File: config.mk
export PLATFORM = sky130hd
export DESIGN_NAME = md_sequencer
export DESIGN_NICKNAME = d
export VERILOG_FILES = /design/src/rtl/md_pkg.sv /design/src/rtl/md_recode.sv /design/src/rtl/md_sequencer.sv
export SDC_FILE = /design/constraint.sdc
export NUM_CORES = 1
export LEC_CHECK = 0
export CAP_MARGIN = 10
export CORE_MARGIN = 4
export CORE_UTILIZATION = 30
export DETAILED_ROUTE_END_ITERATION = 6
export SETUP_SLACK_MARGIN = 0.1
export SLEW_MARGIN = 20
export SYNTH_ARGS = -nofsm -noshare
export SYNTH_HDL_FRONTEND = slang
export SYNTH_HIERARCHICAL = 1
export SYNTH_SLANG_ARGS = --single-unit
File: constraint.sdc
create_clock -name CLK -period 3.5 [get_ports CLK]
set_input_delay 0.875 -clock CLK [delete_from_list [all_inputs] [get_ports CLK]]
set_output_delay 0.875 -clock CLK [all_outputs]
set_load 0.02 [all_outputs]
File: src/rtl/md_pkg.sv
// md_pkg: shared definitions for the multiply/divide sequencer.
// Holds the sequencer state encoding, the accumulator operation codes
// driven on ACC_OP, and the default iteration counts for multiply and divide.
package md_pkg;

  // Sequencer phases; the registered outputs always describe the phase held
  // in the state register.
  typedef enum logic [2:0] {
    IDLE  = 3'd0,
    LOAD  = 3'd1,
    ITER  = 3'd2,
    FINAL = 3'd3,
    DONE  = 3'd4
  } md_state_e;

  // Accumulator controls; 2'b11 is never produced.
  localparam logic [1:0] ACC_NONE = 2'b00;
  localparam logic [1:0] ACC_ADD  = 2'b01;
  localparam logic [1:0] ACC_SUB  = 2'b10;

  // Multiply retires two multiplier bits per step on a 26-bit operand,
  // divide produces one quotient bit per step.
  localparam int MPY_STEPS_DEF = 13;
  localparam int DIV_STEPS_DEF = 26;
  localparam int CNT_W_DEF     = 5;

endpackage

File: src/rtl/md_recode.sv
// md_recode: radix-4 multiplier recoder for one multiply iteration.
// Purely combinational.
//   mplr   in  2  current low multiplier bits from the datapath
//   c_in   in  1  recode carry from the previous step
//   acc_op out 2  accumulator operation (none/add/subtract)
//   acc_x2 out 1  multiplicand applied doubled
//   c_out  out 1  recode carry for the next step
module md_recode
  import md_pkg::*;
(
  input  logic [1:0] mplr,
  input  logic       c_in,
  output logic [1:0] acc_op,
  output logic       acc_x2,
  output logic       c_out
);

  logic [2:0] digit_sum;

  // The digit value mplr + carry ranges 0..4. Values 3 and 4 are folded
  // into (-1, +4) and (0, +4): subtract/no-op now, carry one into the next
  // digit, which keeps every step to a single +-1x or +2x add.
  always_comb begin
    digit_sum = {1'b0, mplr} + {2'b00, c_in};
    acc_op    = ACC_NONE;
    acc_x2    = 1'b0;
    c_out     = 1'b0;
    case (digit_sum)
      3'd1: acc_op = ACC_ADD;
      3'd2: begin
        acc_op = ACC_ADD;
        acc_x2 = 1'b1;
      end
      3'd3: begin
        acc_op = ACC_SUB;
        c_out  = 1'b1;
      end
      3'd4: c_out = 1'b1;
      default: ;
    endcase
  end

endmodule

File: src/rtl/md_sequencer.sv
// md_sequencer: control sequencer for the iterative multiply/divide datapath.
// Latches the requested mode, steps the iteration counter and issues the
// per-step accumulator controls (radix-4 recoded for multiply, non-restoring
// for divide). Every output is registered and updates only on CLK edges with
// STEP_EN high.
//   CLK, RESETN         clock, asynchronous active-low reset
//   STEP_EN             one-cycle strobe per datapath bit-time
//   MPY_REQ, DIV_REQ    operation requests (levels, sampled in IDLE)
//   ABORT               cancel any operation in progress
//   MPLR, REM_NEG       multiplier low bits / partial remainder sign
//   BUSY, HOY, VOY      in progress / multiply mode / divide mode
//   LOAD_MD, SHIFT_MD   operand load / per-step shift
//   ACC_OP, ACC_X2      accumulator operation and doubling
//   QBIT                quotient bit shifted in during divide
//   STEP_CNT            iterations remaining
//   RESULT_VALID        one-step completion pulse
//   REQ_REJ             one-step pulse for a request seen while busy
module md_sequencer
  import md_pkg::*;
#(
  parameter int MPY_STEPS = MPY_STEPS_DEF,
  parameter int DIV_STEPS = DIV_STEPS_DEF,
  parameter int CNT_W     = CNT_W_DEF
) (
  input  logic             CLK,
  input  logic             RESETN,
  input  logic             STEP_EN,
  input  logic             MPY_REQ,
  input  logic             DIV_REQ,
  input  logic             ABORT,
  input  logic [1:0]       MPLR,
  input  logic             REM_NEG,
  output logic             BUSY,
  output logic             HOY,
  output logic             VOY,
  output logic             LOAD_MD,
  output logic             SHIFT_MD,
  output logic [1:0]       ACC_OP,
  output logic             ACC_X2,
  output logic             QBIT,
  output logic [CNT_W-1:0] STEP_CNT,
  output logic             RESULT_VALID,
  output logic             REQ_REJ
);

  md_state_e        state_q, state_d;
  logic             busy_q, busy_d;
  logic             hoy_q, hoy_d;
  logic             voy_q, voy_d;
  logic             load_md_q, load_md_d;
  logic             shift_md_q, shift_md_d;
  logic [1:0]       acc_op_q, acc_op_d;
  logic             acc_x2_q, acc_x2_d;
  logic             qbit_q, qbit_d;
  logic [CNT_W-1:0] cnt_q, cnt_d;
  logic             result_valid_q, result_valid_d;
  logic             req_rej_q, req_rej_d;
  logic             carry_q, carry_d;

  logic [1:0]       rc_acc_op;
  logic             rc_acc_x2;
  logic             rc_carry;

  md_recode u_recode (
    .mplr   (MPLR),
    .c_in   (carry_q),
    .acc_op (rc_acc_op),
    .acc_x2 (rc_acc_x2),
    .c_out  (rc_carry)
  );

  // Next-state and next-output logic. The decision taken on a step edge
  // produces the outputs of the phase being entered, so an ITER step is
  // issued from both LOAD and ITER until the counter has reached zero.
  always_comb begin
    state_d        = state_q;
    busy_d         = 1'b0;
    hoy_d          = hoy_q;
    voy_d          = voy_q;
    load_md_d      = 1'b0;
    shift_md_d     = 1'b0;
    acc_op_d       = ACC_NONE;
    acc_x2_d       = 1'b0;
    qbit_d         = 1'b0;
    cnt_d          = cnt_q;
    result_valid_d = 1'b0;
    req_rej_d      = 1'b0;
    carry_d        = carry_q;

    unique case (state_q)
      IDLE: begin
        if (MPY_REQ) begin
          state_d   = LOAD;
          hoy_d     = 1'b1;
          cnt_d     = CNT_W'(MPY_STEPS);
          load_md_d = 1'b1;
          busy_d    = 1'b1;
          carry_d   = 1'b0;
        end else if (DIV_REQ) begin
          state_d   = LOAD;
          voy_d     = 1'b1;
          cnt_d     = CNT_W'(DIV_STEPS);
          load_md_d = 1'b1;
          busy_d    = 1'b1;
          carry_d   = 1'b0;
        end
      end
      LOAD, ITER: begin
        busy_d = 1'b1;
        if (cnt_q == '0) begin
          // Final correction: pending recode carry or remainder restore.
          state_d  = FINAL;
          carry_d  = 1'b0;
          if (hoy_q) acc_op_d = carry_q ? ACC_ADD : ACC_NONE;
          else       acc_op_d = REM_NEG ? ACC_ADD : ACC_NONE;
        end else begin
          state_d    = ITER;
          shift_md_d = 1'b1;
          cnt_d      = cnt_q - CNT_W'(1);
          if (hoy_q) begin
            acc_op_d = rc_acc_op;
            acc_x2_d = rc_acc_x2;
            carry_d  = rc_carry;
          end else begin
            acc_op_d = REM_NEG ? ACC_ADD : ACC_SUB;
            qbit_d   = ~REM_NEG;
          end
        end
      end
      FINAL: begin
        state_d        = DONE;
        result_valid_d = 1'b1;
      end
      DONE: begin
        state_d = IDLE;
        hoy_d   = 1'b0;
        voy_d   = 1'b0;
      end
      default: begin
        state_d = IDLE;
        hoy_d   = 1'b0;
        voy_d   = 1'b0;
        cnt_d   = '0;
        carry_d = 1'b0;
      end
    endcase

    // A request arriving while busy is flagged but never disturbs the run.
    if ((state_q == LOAD || state_q == ITER || state_q == FINAL) &&
        (MPY_REQ || DIV_REQ)) begin
      req_rej_d = 1'b1;
    end

    // Abort wins over everything once an operation has started.
    if (ABORT && state_q != IDLE) begin
      state_d        = IDLE;
      busy_d         = 1'b0;
      hoy_d          = 1'b0;
      voy_d          = 1'b0;
      load_md_d      = 1'b0;
      shift_md_d     = 1'b0;
      acc_op_d       = ACC_NONE;
      acc_x2_d       = 1'b0;
      qbit_d         = 1'b0;
      cnt_d          = '0;
      result_valid_d = 1'b0;
      req_rej_d      = 1'b0;
      carry_d        = 1'b0;
    end
  end

  // State and output registers; STEP_EN low freezes everything, including
  // the one-step pulses.
  always_ff @(posedge CLK or negedge RESETN) begin
    if (!RESETN) begin
      state_q        <= IDLE;
      busy_q         <= 1'b0;
      hoy_q          <= 1'b0;
      voy_q          <= 1'b0;
      load_md_q      <= 1'b0;
      shift_md_q     <= 1'b0;
      acc_op_q       <= ACC_NONE;
      acc_x2_q       <= 1'b0;
      qbit_q         <= 1'b0;
      cnt_q          <= '0;
      result_valid_q <= 1'b0;
      req_rej_q      <= 1'b0;
      carry_q        <= 1'b0;
    end else if (STEP_EN) begin
      state_q        <= state_d;
      busy_q         <= busy_d;
      hoy_q          <= hoy_d;
      voy_q          <= voy_d;
      load_md_q      <= load_md_d;
      shift_md_q     <= shift_md_d;
      acc_op_q       <= acc_op_d;
      acc_x2_q       <= acc_x2_d;
      qbit_q         <= qbit_d;
      cnt_q          <= cnt_d;
      result_valid_q <= result_valid_d;
      req_rej_q      <= req_rej_d;
      carry_q        <= carry_d;
    end
  end

  assign BUSY         = busy_q;
  assign HOY          = hoy_q;
  assign VOY          = voy_q;
  assign LOAD_MD      = load_md_q;
  assign SHIFT_MD     = shift_md_q;
  assign ACC_OP       = acc_op_q;
  assign ACC_X2       = acc_x2_q;
  assign QBIT         = qbit_q;
  assign STEP_CNT     = cnt_q;
  assign RESULT_VALID = result_valid_q;
  assign REQ_REJ      = req_rej_q;

endmodule

==> metrics.md <==
| Metric | Value |
|---|---|
| Total gr overflow | `0` |
| Top FF cell, synth | `dfrtp_1` |
| Leakage | `0.000641 µW` |
| Sequential share of the synthesized area | `41.8%` |
| Die W | `71.1 µm` |
| Num CTS Buffers | `3` |
| EDFF count, synth | `0` |
| Die Y | `71.1 µm` |
| Total power | `1290 µW` |
| Seq cells post-synth | `20` |
| Global-route usage over all layers | `11.8%` |
| Synth-to-layout area growth | `27.8%` |
| CP max FO | `4` |
| Dpl cells | `198` |
| CTS tree | `built` |
| Outcome | `finished clean` |
| Netlist Area Pre-Place | `1200 µm²` |
| Clk buf depth | `2` |
| Port Buffer Count | `24` |
| Largest net degree at the start of global routing | `21` |
| Post-CTS Setup Bufs | `0` |
| Initial core utilization | `32.0%` |
| Final TNS setup | `0 ns` |
| Commonest cells after routing, fill and taps aside | `clkdlybuf4s50_1, dfrtp_1, o21ai_0, inv_1` |
| Filler instances | `388` |
| Final HPWL DP | `2.12 mm` |
| CTS Root Buffer Type | `clkbuf_8` |
| Clock tree sinks | `20` |
| Max transition margin | `39.6%` |
| TritonRoute pass-1 iters | `4` |
| Number of global-route vias before repair | `1025` |
| Synth Net Count | `146` |
| Clk Latency, worst-skew pair | `0.26 ns` |
| Vias | `1076` |
| WL final | `2.87 mm` |
| Hold_buf cts | `0` |
| Fin. Hold Viols | `0` |
| Share of layout cells above drive strength 1 | `7.79%` |
| Worst-Margin Slew | `0.903 ns` |
| RSZ-0062 raised after global routing | `false` |
| Net switching power | `536 µW` |
| Final hold slack | `0.517 ns` |
| Largest register FFs | `5` |
| Post-DR vias/cell | `5.33` |
| Crit path capture type | `flop` |
| H-tree depth | `1` |
| Most common cell after layout, fill and taps aside | `clkdlybuf4s50_1` |
| Endpoints failing setup | `0` |
| First-pass GRT wire length | `4.80 mm` |
| Final Skew | `0.00362 ns` |
| Startpoint type of the worst setup path | `input port` |
| Final nets | `167` |
| Cell variety after synth | `39` |
| Clock power frac | `18.0%` |
| Max-slew violation count | `0` |
| Initial antenna violation count | `0` |
| Core area | `3740 µm²` |
| Drt first-iter violations | `79` |
| Post-Syn Instances | `134` |
| Max Cap Violations | `0` |
| Worst path required time | `3.71 ns` |
| Fmax | `403 MHz` |
| Overall die area | `5060 µm²` |
| Clk slew on worst S/H paths | `0.07 ns` |
| DRC violations left | `0` |
| Pint | `758 µW` |
| Min-delay worst type | `flop to flop` |
| Number of I/O pins | `25` |
| Crit path DAT | `2.69 ns` |
| Post_cts resized | `0` |
| Post-DRT Antenna Nets | `0` |
| Fin crit period | `2.48 ns` |
| FP Rows | `22` |
| Comb pwr share | `50.2%` |
| GP Congestion | `0.866` |
| Sw Ratio | `41.4%` |
| Wire per inst | `14.2 µm` |
| Sequential power share | `31.8%` |
| Post-synthesis average cell area | `8.93 µm²` |
| Final std cells w/o fill | `202` |
| Final period util | `70.9%` |
| Cell Pwr Density | `847 nW/µm²` |
| Critical path class | `input port to flop` |
| Ys Warns | `6` |
| N_diodes | `0` |
| Peak VDD IR | `0.000422 V` |
| Asr flop ratio synth | `100%` |
## cell usage after synthesis, types with 3 or more instances
cell      instances  area, µm²
o22ai_1           4       25.0
o21ai_0          16       80.1
a21oi_1           6       30.0
dfrtp_1          20        500
clkbuf_1          4       15.0
nor2_1           10       37.5
a31oi_1           5       31.3
buf_2             4       20.0
o22a_1            3       26.3
inv_1            13       48.8
ha_1              3       37.5
nand2_1          10       37.5
## worst paths after layout
path	end	startpoint	depth (start not counted)	slack [ns]
max	ACC_OP[0]$_DFFE_PN0P_	MPLR[0]	8	1.02
min	ACC_OP[0]$_DFFE_PN0P_	ACC_OP[0]$_DFFE_PN0P_	1	0.52
max reg2reg	ACC_OP[0]$_DFFE_PN0P_	STEP_CNT[0]$_DFFE_PN0P_	6	1.47
min reg2reg	ACC_OP[0]$_DFFE_PN0P_	ACC_OP[0]$_DFFE_PN0P_	1	0.52
max in group asynchronous	state_q[0]$_DFFE_PN0P_	RESETN	1	1.83
min in group asynchronous	STEP_CNT[0]$_DFFE_PN0P_	RESETN	1	1.12
## stage by stage
step / cell area, µm² / setup WS (ns) / util (%)
2_1_floorplan: 1200 / 1.25 / -
3_3_place_gp: 1460 / 0.789 / 38.9
3_5_place_dp: 1460 / 0.723 / 38.9
4_1_cts: 1530 / 0.993 / 40.8
5_1_grt: 1530 / 0.898 / 40.8
6_report: 1530 / 1.02 / 40.8
## per-layer routing
layer | vias up | part of all wire [%] | global-route usage [%]
met4 | 0 | 1.4 | 4.59
met2 | 38 | 43 | 15.9
met1 | 506 | 49 | 17.3
li1 | 527 | - | -
met3 | 5 | 6.5 | 3.69
met5 | - | 0 | 0
## kinds of logic after synthesis
logic type	synth area share (%)
AO/OA/AOI/OAI	25.9
AND/OR/NAND/NOR	17.6
buffers and inverters	7.95
flip-flops	41.8
adder cells (fa/ha/maj)	3.14
XOR/XNOR	1.46
multiplexers	2.09
## power by group through the flow
| stage | Sequential, µW | Clock (µW) | Combinational (µW) |
|---|---|---|---|
| 2_1_floorplan | 430 | 0 | 428 |
| 3_3_place_gp | 410 | 0 | 630 |
| 3_5_place_dp | 414 | 0 | 646 |
| 4_1_cts | 411 | 235 | 648 |
| 5_1_grt | 431 | 248 | 713 |
| 6_report | 412 | 233 | 649 |
## area by class of cell
type	count	area, µm²	share of cell area [%]
multi-input combinational	92	601	39.3
timing repair buffer	25	248	16.2
inverter	13	48.8	3.19
tap	48	60.1	3.93
sequential	20	500	32.7
clock buffer	3	41.3	2.70
clock inverter	1	30.0	1.96
## worst max-delay path, stage by stage
cell and delay, ns:
clkdlybuf4s50_1 0.41, ha_1 0.20, ha_1 0.32, xnor2_1 0.14, nor2_1 0.08, mux2i_1 0.08
a2111oi_1 0.38, mux2_4 0.21
(Power assumes the default switching activity.)
